## src/rtl/regularization_pkg.sv

```systemverilog
// Shared types and helpers for the regularization sign-bit filter.
// Channel state enum and the counter-width helper used to size counters.
package regularization_pkg;

  typedef enum logic {
    ARMED = 1'b0,
    HOLD  = 1'b1
  } state_t;

  // Bits needed to hold 0..value, never less than one bit.
  function automatic int cnt_width(input int value);
    int w;
    w = (value < 1) ? 0 : $clog2(value + 1);
    return (w < 1) ? 1 : w;
  endfunction

endpackage

```

## src/rtl/regularization_if.sv

```systemverilog
// Raw and filtered sign-bit bundle between the switching-surface logic and the filter.
interface regularization_if #(
  parameter int N = 2
);

  logic [N-1:0] i_signal;
  logic [N-1:0] o_signal;

  modport master (output i_signal, input o_signal);
  modport slave  (input i_signal, output o_signal);

endinterface

```

## src/rtl/regularization_bit.sv

```systemverilog
// One filter channel: debounce a sign bit, then blank it for DELAY cycles
// after each accepted edge.
module regularization_bit
  import regularization_pkg::*;
#(
  parameter int DEBOUNCE_TIME = 5,
  parameter int DELAY         = 500
) (
  input  logic i_clk,
  input  logic i_reset,
  input  logic i_sample,
  output logic o_out
);

  localparam int DW = cnt_width(DEBOUNCE_TIME);
  localparam int HW = cnt_width(DELAY);
  localparam logic [DW-1:0] DCNT_LAST = DW'(DEBOUNCE_TIME - 1);
  localparam logic [HW-1:0] HCNT_LOAD = HW'(DELAY);

  state_t          state;
  logic [DW-1:0]   dcnt;
  logic [HW-1:0]   hcnt;
  logic            out;

  // NOTE: all state updates use non-blocking assignments so every register
  // sees the pre-edge values of the others, matching the hardware it models.
  always_ff @(posedge i_clk) begin
    if (i_reset) begin
      state <= ARMED;
      dcnt  <= '0;
      hcnt  <= '0;
      out   <= 1'b0;
    end else begin
      case (state)
        ARMED: begin
          if (i_sample == out) begin
            dcnt <= '0;
          end else if (dcnt < DCNT_LAST) begin
            dcnt <= dcnt + 1'b1;
          end else begin
            out  <= i_sample;
            dcnt <= '0;
            if (DELAY > 0) begin
              hcnt  <= HCNT_LOAD;
              state <= HOLD;
            end
          end
        end
        HOLD: begin
          // Input ignored; the blanking counter alone decides when to re-arm.
          dcnt <= '0;
          if (hcnt != '0) hcnt <= hcnt - 1'b1;
          if (hcnt <= HW'(1)) state <= ARMED;
        end
        default: state <= ARMED;
      endcase
    end
  end

  assign o_out = out;

endmodule

```

## src/rtl/regularization.sv

```systemverilog
// N-channel debounce-and-blanking filter for switching-surface sign bits.
// Optional input synchronizer enabled by defining REGULARIZATION_SYNC_EN.
module regularization
  import regularization_pkg::*;
#(
  parameter int DEBOUNCE_TIME = 5,
  parameter int DELAY         = 500,
  parameter int N             = 2
) (
  input  logic              i_clk,
  input  logic              i_reset,
  regularization_if.slave   bus
);

  logic [N-1:0] sample;
  logic [N-1:0] filt;

`ifdef REGULARIZATION_SYNC_EN
  // Two-flop synchronizer per bit for a source asynchronous to i_clk.
  logic [N-1:0] sync_q1;
  logic [N-1:0] sync_q2;

  always_ff @(posedge i_clk) begin
    if (i_reset) begin
      sync_q1 <= '0;
      sync_q2 <= '0;
    end else begin
      sync_q1 <= bus.i_signal;
      sync_q2 <= sync_q1;
    end
  end

  assign sample = sync_q2;
`else
  assign sample = bus.i_signal;
`endif

  for (genvar i = 0; i < N; i++) begin : g_chan
    regularization_bit #(
      .DEBOUNCE_TIME (DEBOUNCE_TIME),
      .DELAY         (DELAY)
    ) u_bit (
      .i_clk    (i_clk),
      .i_reset  (i_reset),
      .i_sample (sample[i]),
      .o_out    (filt[i])
    );
  end

  assign bus.o_signal = filt;

endmodule

```

## src/flat_wrapper.sv

```systemverilog
// flat-port wrapper written by rule: the top's interface ports become plain ports
module regularization_flat import regularization_pkg::*;
#(
  parameter int DEBOUNCE_TIME = 5,
  parameter int DELAY         = 500,
  parameter int N             = 2
)
  (i_clk, i_reset, bus_i_signal, bus_o_signal);
  regularization_if #(.N(N)) bus_i ();
  input  logic i_clk;
  input  logic i_reset;
  input wire logic [$bits(bus_i.i_signal)-1:0] bus_i_signal;
  output wire logic [$bits(bus_i.o_signal)-1:0] bus_o_signal;
  assign bus_i.i_signal = bus_i_signal;
  assign bus_o_signal = bus_i.o_signal;
  regularization #(.DEBOUNCE_TIME(DEBOUNCE_TIME), .DELAY(DELAY), .N(N)) u_core (.i_clk(i_clk), .i_reset(i_reset), .bus(bus_i));
endmodule
```

## config.mk

```make
export PLATFORM = sky130hd
export DESIGN_NAME = regularization_flat
export DESIGN_NICKNAME = d
export VERILOG_FILES = /design/src/rtl/regularization_pkg.sv /design/src/rtl/regularization_if.sv /design/src/rtl/regularization_bit.sv /design/src/rtl/regularization.sv /design/src/flat_wrapper.sv
export SDC_FILE = /design/constraint.sdc
export NUM_CORES = 1
export LEC_CHECK = 0
export ABC_AREA = 0
export CAP_MARGIN = 15
export CORE_MARGIN = 2
export CORE_UTILIZATION = 58
export CTS_CLUSTER_DIAMETER = 50
export CTS_CLUSTER_SIZE = 16
export DETAILED_ROUTE_END_ITERATION = 7
export GPL_TIMING_DRIVEN = 0
export PLACE_DENSITY = 0.77
export SYNTH_ARGS = -nofsm -noshare
export SYNTH_HDL_FRONTEND = slang
export SYNTH_SLANG_ARGS = --single-unit
```

## constraint.sdc

```tcl
create_clock -name i_clk -period 2.15 [get_ports i_clk]
set_input_delay 0.3225 -clock i_clk [delete_from_list [all_inputs] [get_ports i_clk]]
set_output_delay 0.3225 -clock i_clk [all_outputs]
set_load 0.01 [all_outputs]
```

==> impl_metrics.ini, run 1 <==
[outcome]
status = finished, final reports clean

[synthesis]
synth_top_family_by_area = simple AND/OR/NAND/NOR gates
seq_area_frac_synth = 0.413
synth-adder-area-share = 0.0553
synth_simple_gate_area_frac = 0.247
avgSynthCellArea_um2 = 9.05
ys_ff_latch = 28
synth_nets = 160
synth_edf_count = 0
syn_area_um2 = 1360
synthArstFlopShare = 0
synth_compound_area_frac = 0.174
syn_inst = 150
synth_cell_types = 38
synth_xor_xnor_area_share = 0.0129
synth_flop_cell = dfxtp_1
ys_warn_count = 0
synth_mux_area_frac = 0.0535

[power]
leakage_nw = 0.546
switching_share = 0.217
powerDensity_nw_per_um2 = 555
internal_power_mw = 0.639
p_switching_mw = 0.177
p_clk_frac = 0.320
p_seq_frac = 0.645
total_power_mw = 0.815
peakVddDrop_v = 0.000392
comb_power_share = 0.035

[placed_design]
place_hpwl_um = 1830
gp_congestion = 0.900
portBuffers = 4
dp.cells = 182

[grt]
grt_antenna_before_repair = 0
grtUsageTotal = 0.199
grt.overflow.total = 0
grt_pass1_wl_um = 4190
grt_pass1_vias = 996
grt_max_degree = 16

[timing]
skew_ns = 0.0115
tightest_slew_ns = 0.621
finalCritPeriodShare = 0.807
rsz0062_at_grt = no
finalSetupViolCount = 0
final_hold_viol_count = 0
layout_min_cycle_time_ns = 1.74
max_freq_ghz = 0.576
relSlewSlack = 0.582
setup_tns_ns = 0
drv_slew = 0
timing.hold.ws_ns = 0.434

[floorplanning]
die_w_um = 52.4
die_h_um = 52.4
ios = 6
fp.coreArea_um2 = 2210
dieArea_um2 = 2740
initial_core_util = 0.614
rows = 17

[setup_path]
worstPathArrival_ns = 1.96
cp_num_buf_inv = 1
cpMaxStageDelayCell = or4b_1
critical_path.top_delay_family = simple AND/OR/NAND/NOR gates
worstPathRequired_ns = 2.38
critPathMaxFanout = 5
critPathMaxStageDelay_ns = 0.55
critPathCaptureType = flop
cp-start-kind = flop
path_cells = inv_1, ha_1, nand2_1, or4b_1, mux2i_1, a21oi_1
critPathKind = reg2reg

[cts]
clock_latency_ns = 0.33
cts_root_buf = clkbuf_4
cts_setup_buffers = 0
cts_made_buffers = 3
htree_levels = 1
cts_resized = 0
cts_tree = yes
cts_buffer_depth = 2
cts_hold_buf = 0
numClockSinks = 28
clkTransAtPathRegs_ns = 0.16

[finish]
n_antenna_cell = 0
drive_above_1_share = 0.0886
num-nets-final = 169
final_util = 0.664
syn_to_final_growth_pct = 8.20
fin_cells = 186
fillers = 192

[drt]
drt_pre_antenna_iters = 4
wl_um = 2480
drtIter0Drc = 21
ant_nets = 0
drc = 0
via_count = 1125
wl_per_cell_um = 13.3
vias_per_cell = 6.05

[min_path]
holdCritPathClass = reg2reg

[job]
drv_cap = 0
worst reg2reg max path, stage by stage, from the launching register on:
cell     delay [ns]
dfxtp_1        0.38
inv_1          0.09
ha_1           0.23
nand2_1        0.13
or4b_1         0.55
mux2i_1        0.17
a21oi_1        0.08
Yosys cell counts, types with 3 or more instances:
cell	number	area, um2
ha_1	6	75.1
nor4_1	3	18.8
nor3_1	6	30.0
and2_1	4	25.0
clkbuf_1	3	11.3
nand2b_1	3	18.8
a31oi_1	3	18.8
dfxtp_1	28	561
a211oi_1	4	30.0
mux2i_1	5	50.1
inv_1	6	22.5
a21oi_1	13	65.1
nand2_1	8	30.0
nor2_1	19	71.3
a311oi_1	6	52.6
nand3_1	3	15.0
buf_4	3	22.5
placed cells by master (no fill, tap or decap), types with 2 or more instances in the layout:
cell | netlist | layout
mux2_2 | 2 | 2
nor2b_1 | 2 | 2
dfxtp_1 | 28 | 28
buf_4 | 3 | 3
ha_1 | 6 | 6
mux2i_1 | 5 | 5
a311oi_1 | 6 | 6
inv_1 | 6 | 6
a211oi_1 | 4 | 4
nand2b_1 | 3 | 3
a31oi_1 | 3 | 3
a21oi_1 | 13 | 13
nor2_1 | 19 | 19
xnor2_1 | 2 | 2
clkbuf_1 | 3 | 3
clkdlybuf4s50_1 | 0 | 4
nor3_1 | 6 | 6
nor4_1 | 3 | 3
o21ai_0 | 2 | 2
o31ai_1 | 2 | 2
nand3_1 | 3 | 3
and2_1 | 4 | 4
nand2_1 | 8 | 8
clkbuf_4 | 0 | 3
nor3_4 | 2 | 2
through the flow:
stage / setup slack [ns] / instance area [um2]
floorplan: 0.587 / 1360
CTS: 0.424 / 1470
global placement: 0.320 / 1430
finish: 0.415 / 1470
detailed placement: 0.236 / 1430
global route: 0.286 / 1470
sequential cells by signal, summed over array words and instances, names as in the netlist:
name                       flops
u_core.g_chan.u_bit.dcnt       6
u_core.g_chan.u_bit.state      2
u_core.g_chan.u_bit.o_out      2
u_core.g_chan.u_bit.hcnt      18
cell type report:
cell class	count	area, um2	area share
Inverter	6	22.5	0.0153
Timing Repair Buffer	4	40.0	0.0273
Buffer	7	37.5	0.0256
Multi-Input combinational cell	109	737	0.502
Clock buffer	4	36.3	0.0247
Tap cell	28	35.0	0.0239
Sequential cell	28	561	0.382
path summary, 6_finish.rpt:
kind / startpoint / endpoint / slack (ns) / depth (start not counted)
max: u_core.g_chan[1].u_bit.hcnt[0]$_SDFFE_PP0P_ / u_core.g_chan[1].u_bit.hcnt[6]$_SDFFE_PP0P_ / 0.41 / 6
min: u_core.g_chan[0].u_bit.dcnt[0]$_SDFF_PP0_ / u_core.g_chan[0].u_bit.dcnt[0]$_SDFF_PP0_ / 0.43 / 1
max reg2reg: u_core.g_chan[1].u_bit.hcnt[0]$_SDFFE_PP0P_ / u_core.g_chan[1].u_bit.hcnt[6]$_SDFFE_PP0P_ / 0.41 / 6
min reg2reg: u_core.g_chan[0].u_bit.dcnt[0]$_SDFF_PP0_ / u_core.g_chan[0].u_bit.dcnt[0]$_SDFF_PP0_ / 0.43 / 1
power groups by stage:
stage	Clock [mW]	Sequential, mW	Combinational, mW
after detailed placement	0	0.537	0.0288
after floorplan	0	0.537	0.0186
final	0.261	0.526	0.0286
after global placement	0	0.537	0.0276
after global routing	0.285	0.527	0.0325
after CTS	0.265	0.526	0.0290
per-layer routing:
metal  track usage  wire (um)
met4        0.0556         29
met1         0.273       1230
met3        0.0286        103
met2         0.325       1120
met5             0          0
cells by family (layout without fill, tap and decap cells):
kind of cell,count (synthesis),after routing
AO/OA/AOI/OAI,35,35
buffers and inverters,13,21
multiplexers,7,7
flip-flops,28,28
adder cells (fa/ha/maj),6,6
AND/OR/NAND/NOR,59,59
XOR/XNOR,2,2
Power figures use the tool's default switching activity.
==> run 2: changes to the inputs <==
--- a/config.mk
+++ b/config.mk
@@ -8,12 +8,12 @@
 export ABC_AREA = 0
 export CAP_MARGIN = 15
 export CORE_MARGIN = 2
-export CORE_UTILIZATION = 58
+export CORE_UTILIZATION = 52
 export CTS_CLUSTER_DIAMETER = 50
 export CTS_CLUSTER_SIZE = 16
 export DETAILED_ROUTE_END_ITERATION = 7
 export GPL_TIMING_DRIVEN = 0
-export PLACE_DENSITY = 0.77
+export PLACE_DENSITY = 0.73
 export SYNTH_ARGS = -nofsm -noshare
 export SYNTH_HDL_FRONTEND = slang
 export SYNTH_SLANG_ARGS = --single-unit
==> constraint.sdc (replaced) <==
create_clock -name i_clk -period 1.5 [get_ports i_clk]
set_input_delay 0.225 -clock i_clk [delete_from_list [all_inputs] [get_ports i_clk]]
set_output_delay 0.225 -clock i_clk [all_outputs]
set_load 0.01 [all_outputs]
==> run 2 against run 1 <==
Effect of this change: non-clock buffer count grew 17; worst hold slack got worse by 0.053 ns; critical path depth is 2 lower; global-route usage grew 1.4 points; combinational power increased by 53%; register-to-register slack worse by 0.40 ns; clock skew decreased by 0.0016 ns; cell count rose by 10%; final area up 19%; via count rose by 6.8%; sequential cell count is the same; clock power is 88% higher; highest routed layer unchanged.
==> impl_metrics.ini, run 2 (synthesis gave the netlist of run 1 again) <==
[floorplanning]
die_w_um = 55.1
die_h_um = 55.1
initial_core_util = 0.548
rows = 18
fp.coreArea_um2 = 2480
ios = 6
dieArea_um2 = 3040

[drt]
vias_per_cell = 5.86
drc = 0
wl_met2_um = 1710
wl_met1_um = 1320
drtIter0Drc = 25
wl_per_cell_um = 15.2
routed.top_layer = met4
ant_nets = 0
drt_pre_antenna_iters = 4
wl_um = 3110
via_count = 1201
wl_met3_um = 51

[cts]
cts_root_buf = clkbuf_4
numClockSinks = 28
clkTransAtPathRegs_ns = 0.15
cts_tree = yes
cts_made_buffers = 3
cts_buffer_depth = 2
clock_latency_ns = 0.33
htree_levels = 1

[finish]
final_util = 0.708
num-nets-final = 186
final_cell_mix = dfxtp_1 (21), buf_4 (19), nor2_1 (17)
final_common_cell = dfxtp_1
largest_reg_flops = 18
n_antenna_cell = 0
reg_top3 = u_core.g_chan.u_bit.hcnt x18, u_core.g_chan.u_bit.dcnt x6
final_area_um2 = 1750
syn_to_final_growth_pct = 29.1
drive_above_1_share = 0.314
regMostFlops = u_core.g_chan.u_bit.hcnt

[min_path]
min_from = i_reset
holdCritPathClass = in2reg
holdPathEnd = u_core.g_chan[0].u_bit.hcnt[0]$_SDFFE_PP0P_
hold_depth = 3

[power]
leakage_nw = 0.679
total_power_mw = 1.28
peakVddDrop_v = 0.000633
powerDensity_nw_per_um2 = 733

[grt]
grtUsageTotal = 0.213
grt_antenna_before_repair = 0
grt_pass1_vias = 1084
grt.overflow.total = 0
grt_max_degree = 17
grt_pass1_wl_um = 4550

[outcome]
status = finished, final reports clean

[placed_design]
place_area_um2 = 1450
portBuffers = 4
gp_congestion = 0.800
place_hpwl_um = 1850

[setup_path]
cp-start-kind = flop
r2r_cells = 4
r2r_start = u_core.g_chan[1].u_bit.state$_SDFF_PP0_
critPathMaxFanout = 5
worstPathArrival_ns = 1.71
critPathCaptureType = flop
reg2reg_setup_slack_ns = 0.02
critPathKind = reg2reg
worstPathRequired_ns = 1.73
reg2reg_to = u_core.g_chan[1].u_bit.hcnt[7]$_SDFFE_PP0P_

[timing]
max_freq_ghz = 0.674
skew_ns = 0.00992
rsz0062_at_grt = yes
final_hold_viol_count = 0
relSlewSlack = 0.655
tightest_slew_ns = 0.518
drv_slew = 0
timing.hold.ws_ns = 0.381
layout_min_cycle_time_ns = 1.48
finalCritPeriodShare = 0.990
finalSetupViolCount = 0

[job]
drv_cap = 0
## run 2: cell types whose count changed in the layout (fill, tap and decap cells not counted), sizes merged
cell,change
clkbuf,-2
clkdlybuf4s50,-2
bufinv,+1
buf,+18
dlygate4sd2,+2
## run 2: final cells by class
type / instances / area [um2]
Multi-Input combinational cell: 109 / 835
Fill cell: 198 / 724
Sequential cell: 28 / 574
Clock inverter: 1 / 30.0
Tap cell: 30 / 37.5
Buffer: 5 / 26.3
Clock buffer: 3 / 22.5
Inverter: 6 / 22.5
Timing Repair Buffer: 23 / 205
## run 2: per-stage QoR
step | std cells | setup slack [ns] | TNS (ns)
floorplan | 150 | 0.0171 | 0
global placement | 184 | -0.276 | -2.45
detailed placement | 184 | -0.304 | -2.85
CTS | 199 | -0.0159 | -0.0406
global route | 205 | -0.0444 | -0.0898
finish | 205 | 0.0153 | 0
## run 2: how the worst max path moves through the flow
stage | startpoint | to | cells after the start
after global placement | bus_i_signal[0] | u_core.g_chan[0].u_bit.hcnt[1]$_SDFFE_PP0P_ | 5
after floorplan | u_core.g_chan[1].u_bit.hcnt[0]$_SDFFE_PP0P_ | u_core.g_chan[1].u_bit.hcnt[6]$_SDFFE_PP0P_ | 6
final | u_core.g_chan[1].u_bit.state$_SDFF_PP0_ | u_core.g_chan[1].u_bit.hcnt[7]$_SDFFE_PP0P_ | 4
after detailed placement | bus_i_signal[0] | u_core.g_chan[0].u_bit.hcnt[1]$_SDFFE_PP0P_ | 5
after global routing | u_core.g_chan[0].u_bit.state$_SDFF_PP0_ | u_core.g_chan[0].u_bit.hcnt[7]$_SDFFE_PP0P_ | 4
after CTS | u_core.g_chan[0].u_bit.state$_SDFF_PP0_ | u_core.g_chan[0].u_bit.hcnt[3]$_SDFFE_PP0P_ | 6
## run 2: per-layer routing
layer	vias to the layer above	GRT usage
li1	596	-
met3	4	0.0242
met4	0	0.0976
met2	9	0.385
met5	-	0
met1	592	0.250
## run 2: critical path: stages, from the launching register on
cell,delay (ns)
dfxtp_4,0.42
or3b_1,0.42
a21oi_2,0.17
a311oi_1,0.12
a211oi_1,0.26
## run 2: timing repair
item,4_1_cts,5_1_grt
resized for setup,23,6
endpoints found under the setup margin,10,12
setup buffers,12,7
hold buffers,0,0
pin swaps,11,10
## run 2: power breakdown
part	switching, mW	internal (mW)	total [mW]
clock	0.220	0.270	0.490
combinational	0.0259	0.0179	0.0439
sequential	0.00384	0.746	0.750
==> run 3: changes to the inputs <==
--- a/config.mk
+++ b/config.mk
@@ -7,7 +7,6 @@
 export LEC_CHECK = 0
 export ABC_AREA = 0
 export CAP_MARGIN = 15
-export CORE_MARGIN = 2
 export CORE_UTILIZATION = 52
 export CTS_CLUSTER_DIAMETER = 50
 export CTS_CLUSTER_SIZE = 16
==> run 3 against run 2 <==
Effect of this change: the flow now finishes with violations (setup timing); sequential share of layout area rose by 1.8 points; power rose by 1.1%; wire length fell by 3.6%; largest power group unchanged.
==> impl_metrics.ini, run 3 (synthesis gave the netlist of run 1 again) <==
[outcome]
status = finished, violations left
violations = setup timing

[job]
drv_cap = 0

[timing]
fin_ws_ns = -0.00359
tightest_slew_ns = 0.497
setup_tns_ns = -0.00359
max_freq_ghz = 0.665
drv_slew = 0
layout_min_cycle_time_ns = 1.50
skew_ns = 0.00564
finalCritPeriodShare = 1.00
rsz0062_at_grt = yes
finalSetupViolCount = 1
final_hold_viol_count = 0
relSlewSlack = 0.666

[finish]
largest_reg_flops = 18
reg_top3 = u_core.g_chan.u_bit.hcnt x18, u_core.g_chan.u_bit.dcnt x6
regMostFlops = u_core.g_chan.u_bit.hcnt
drive_above_1_share = 0.275
multi_input_area_um2 = 832
ff_latch_area_um2 = 577
num-nets-final = 178
fillers = 207
syn_to_final_growth_pct = 23.0
final_common_cell = dfxtp_1
final_cell_mix = dfxtp_1 (21), nor2_1 (17), buf_4 (13)
final_util = 0.674
n_antenna_cell = 0

[setup_path]
worstPathArrival_ns = 1.72
worstPathRequired_ns = 1.72
reg2reg_to = u_core.g_chan[1].u_bit.hcnt[6]$_SDFFE_PP0P_
path_cells = inv_2, ha_4, nand2_4, or4b_4, mux2i_1, a21oi_1
critical_path.top_delay_family = simple AND/OR/NAND/NOR gates
critPathKind = reg2reg
cp-start-kind = flop
critPathMaxFanout = 3
critPathMaxStageDelay_ns = 0.51
r2r_cells = 6
cpMaxStageDelayCell = or4b_4
reg2reg_setup_slack_ns = -0.004
critPathCaptureType = flop
r2r_start = u_core.g_chan[1].u_bit.hcnt[1]$_SDFFE_PP0P_
cp_num_buf_inv = 1

[min_path]
holdCritPathClass = in2reg
holdPathEnd = u_core.g_chan[0].u_bit.hcnt[0]$_SDFFE_PP0P_
hold_depth = 3
min_from = i_reset

[placed_design]
place_ws_ns = -0.329
place_hpwl_um = 1890
gp_congestion = 0.819
portBuffers = 4

[floorplanning]
die_h_um = 53.1
ios = 6
rows = 18
die_w_um = 53.1
fp.coreArea_um2 = 2480
initial_core_util = 0.548
dieArea_um2 = 2820

[drt]
wl_um = 3000
via_count = 1230
drt_pre_antenna_iters = 5
ant_nets = 0
drtIter0Drc = 37
wl_per_cell_um = 15.2
vias_per_cell = 6.24
drc = 0

[grt]
grt_antenna_before_repair = 0
grtUsageTotal = 0.215
grt_max_degree = 17
grt_pass1_wl_um = 4420
grt.overflow.total = 0
grt_pass1_vias = 1086

[cts]
cts_buffer_depth = 2
cts_made_buffers = 3
numClockSinks = 28
clock_latency_ns = 0.33
cts_hold_buf = 0
htree_levels = 1
cts_tree = yes
cts_root_buf = clkbuf_4
clkTransAtPathRegs_ns = 0.16

[power]
leakage_nw = 0.651
powerDensity_nw_per_um2 = 778
peakVddDrop_v = 0.000762
==> run 3: power by group <==
group          leakage [nW]  switching (mW)  total [mW]  internal, mW
logic                 0.392          0.0257      0.0430        0.0172
registers             0.231         0.00382       0.749         0.745
clock network        0.0279           0.237       0.507         0.270
total                 0.651           0.266        1.30          1.03
==> run 3: through the flow <==
step	hold slack, ns	total power, mW	cell area, um2	instances
final	0.362	1.30	1670	197
after global routing	0.404	1.34	1670	197
after CTS	0.369	1.30	1620	197
after detailed placement	0.417	0.811	1450	184
after global placement	0.407	0.809	1450	184
after floorplan	0.369	0.796	1370	150
==> run 3: cell type report <==
type | count | share of cell area
Multi-Input combinational cell | 109 | 0.498
Sequential cell | 28 | 0.345
Timing Repair Buffer | 15 | 0.0719
Tap cell | 30 | 0.0225
Clock inverter | 1 | 0.0180
Buffer | 5 | 0.0157
Inverter | 6 | 0.0150
Clock buffer | 3 | 0.0135
==> run 3: worst max path at each step <==
stage                                                startpoint                                           to  slack (ns)  cells past startpoint
CTS                 u_core.g_chan[1].u_bit.hcnt[0]$_SDFFE_PP0P_  u_core.g_chan[1].u_bit.hcnt[6]$_SDFFE_PP0P_       -0.04                      6
floorplan           u_core.g_chan[1].u_bit.hcnt[0]$_SDFFE_PP0P_  u_core.g_chan[1].u_bit.hcnt[6]$_SDFFE_PP0P_        0.02                      6
global placement                                bus_i_signal[0]  u_core.g_chan[0].u_bit.hcnt[1]$_SDFFE_PP0P_       -0.27                      5
global route        u_core.g_chan[1].u_bit.hcnt[0]$_SDFFE_PP0P_  u_core.g_chan[1].u_bit.hcnt[6]$_SDFFE_PP0P_       -0.07                      6
finish              u_core.g_chan[1].u_bit.hcnt[1]$_SDFFE_PP0P_  u_core.g_chan[1].u_bit.hcnt[6]$_SDFFE_PP0P_      -0.004                      6
detailed placement                              bus_i_signal[0]  u_core.g_chan[0].u_bit.hcnt[1]$_SDFFE_PP0P_       -0.33                      5
==> run 3: metal layers <==
metal | track usage | up-vias | part of all wire
met2 | 0.409 | 36 | 0.52
met1 | 0.219 | 599 | 0.42
met3 | 0.0546 | 8 | 0.039
met4 | 0.0877 | 0 | 0.014
met5 | 0 | - | 0
li1 | - | 587 | -
==> run 3: repair_timing <==
item / in CTS / in global routing
pin swaps: 8 / 7
resized for setup: 19 / 10
setup endpoints to repair: 11 / 13
buffers inserted: 10 / 1
==> run 3: worst min-delay path: cells and delay by family <==
kind | cells | cell delay, ns
and+or+nand+nor | 1 | 0.13
muxes | 1 | 0.14
buffers and inverters | 1 | 0.19
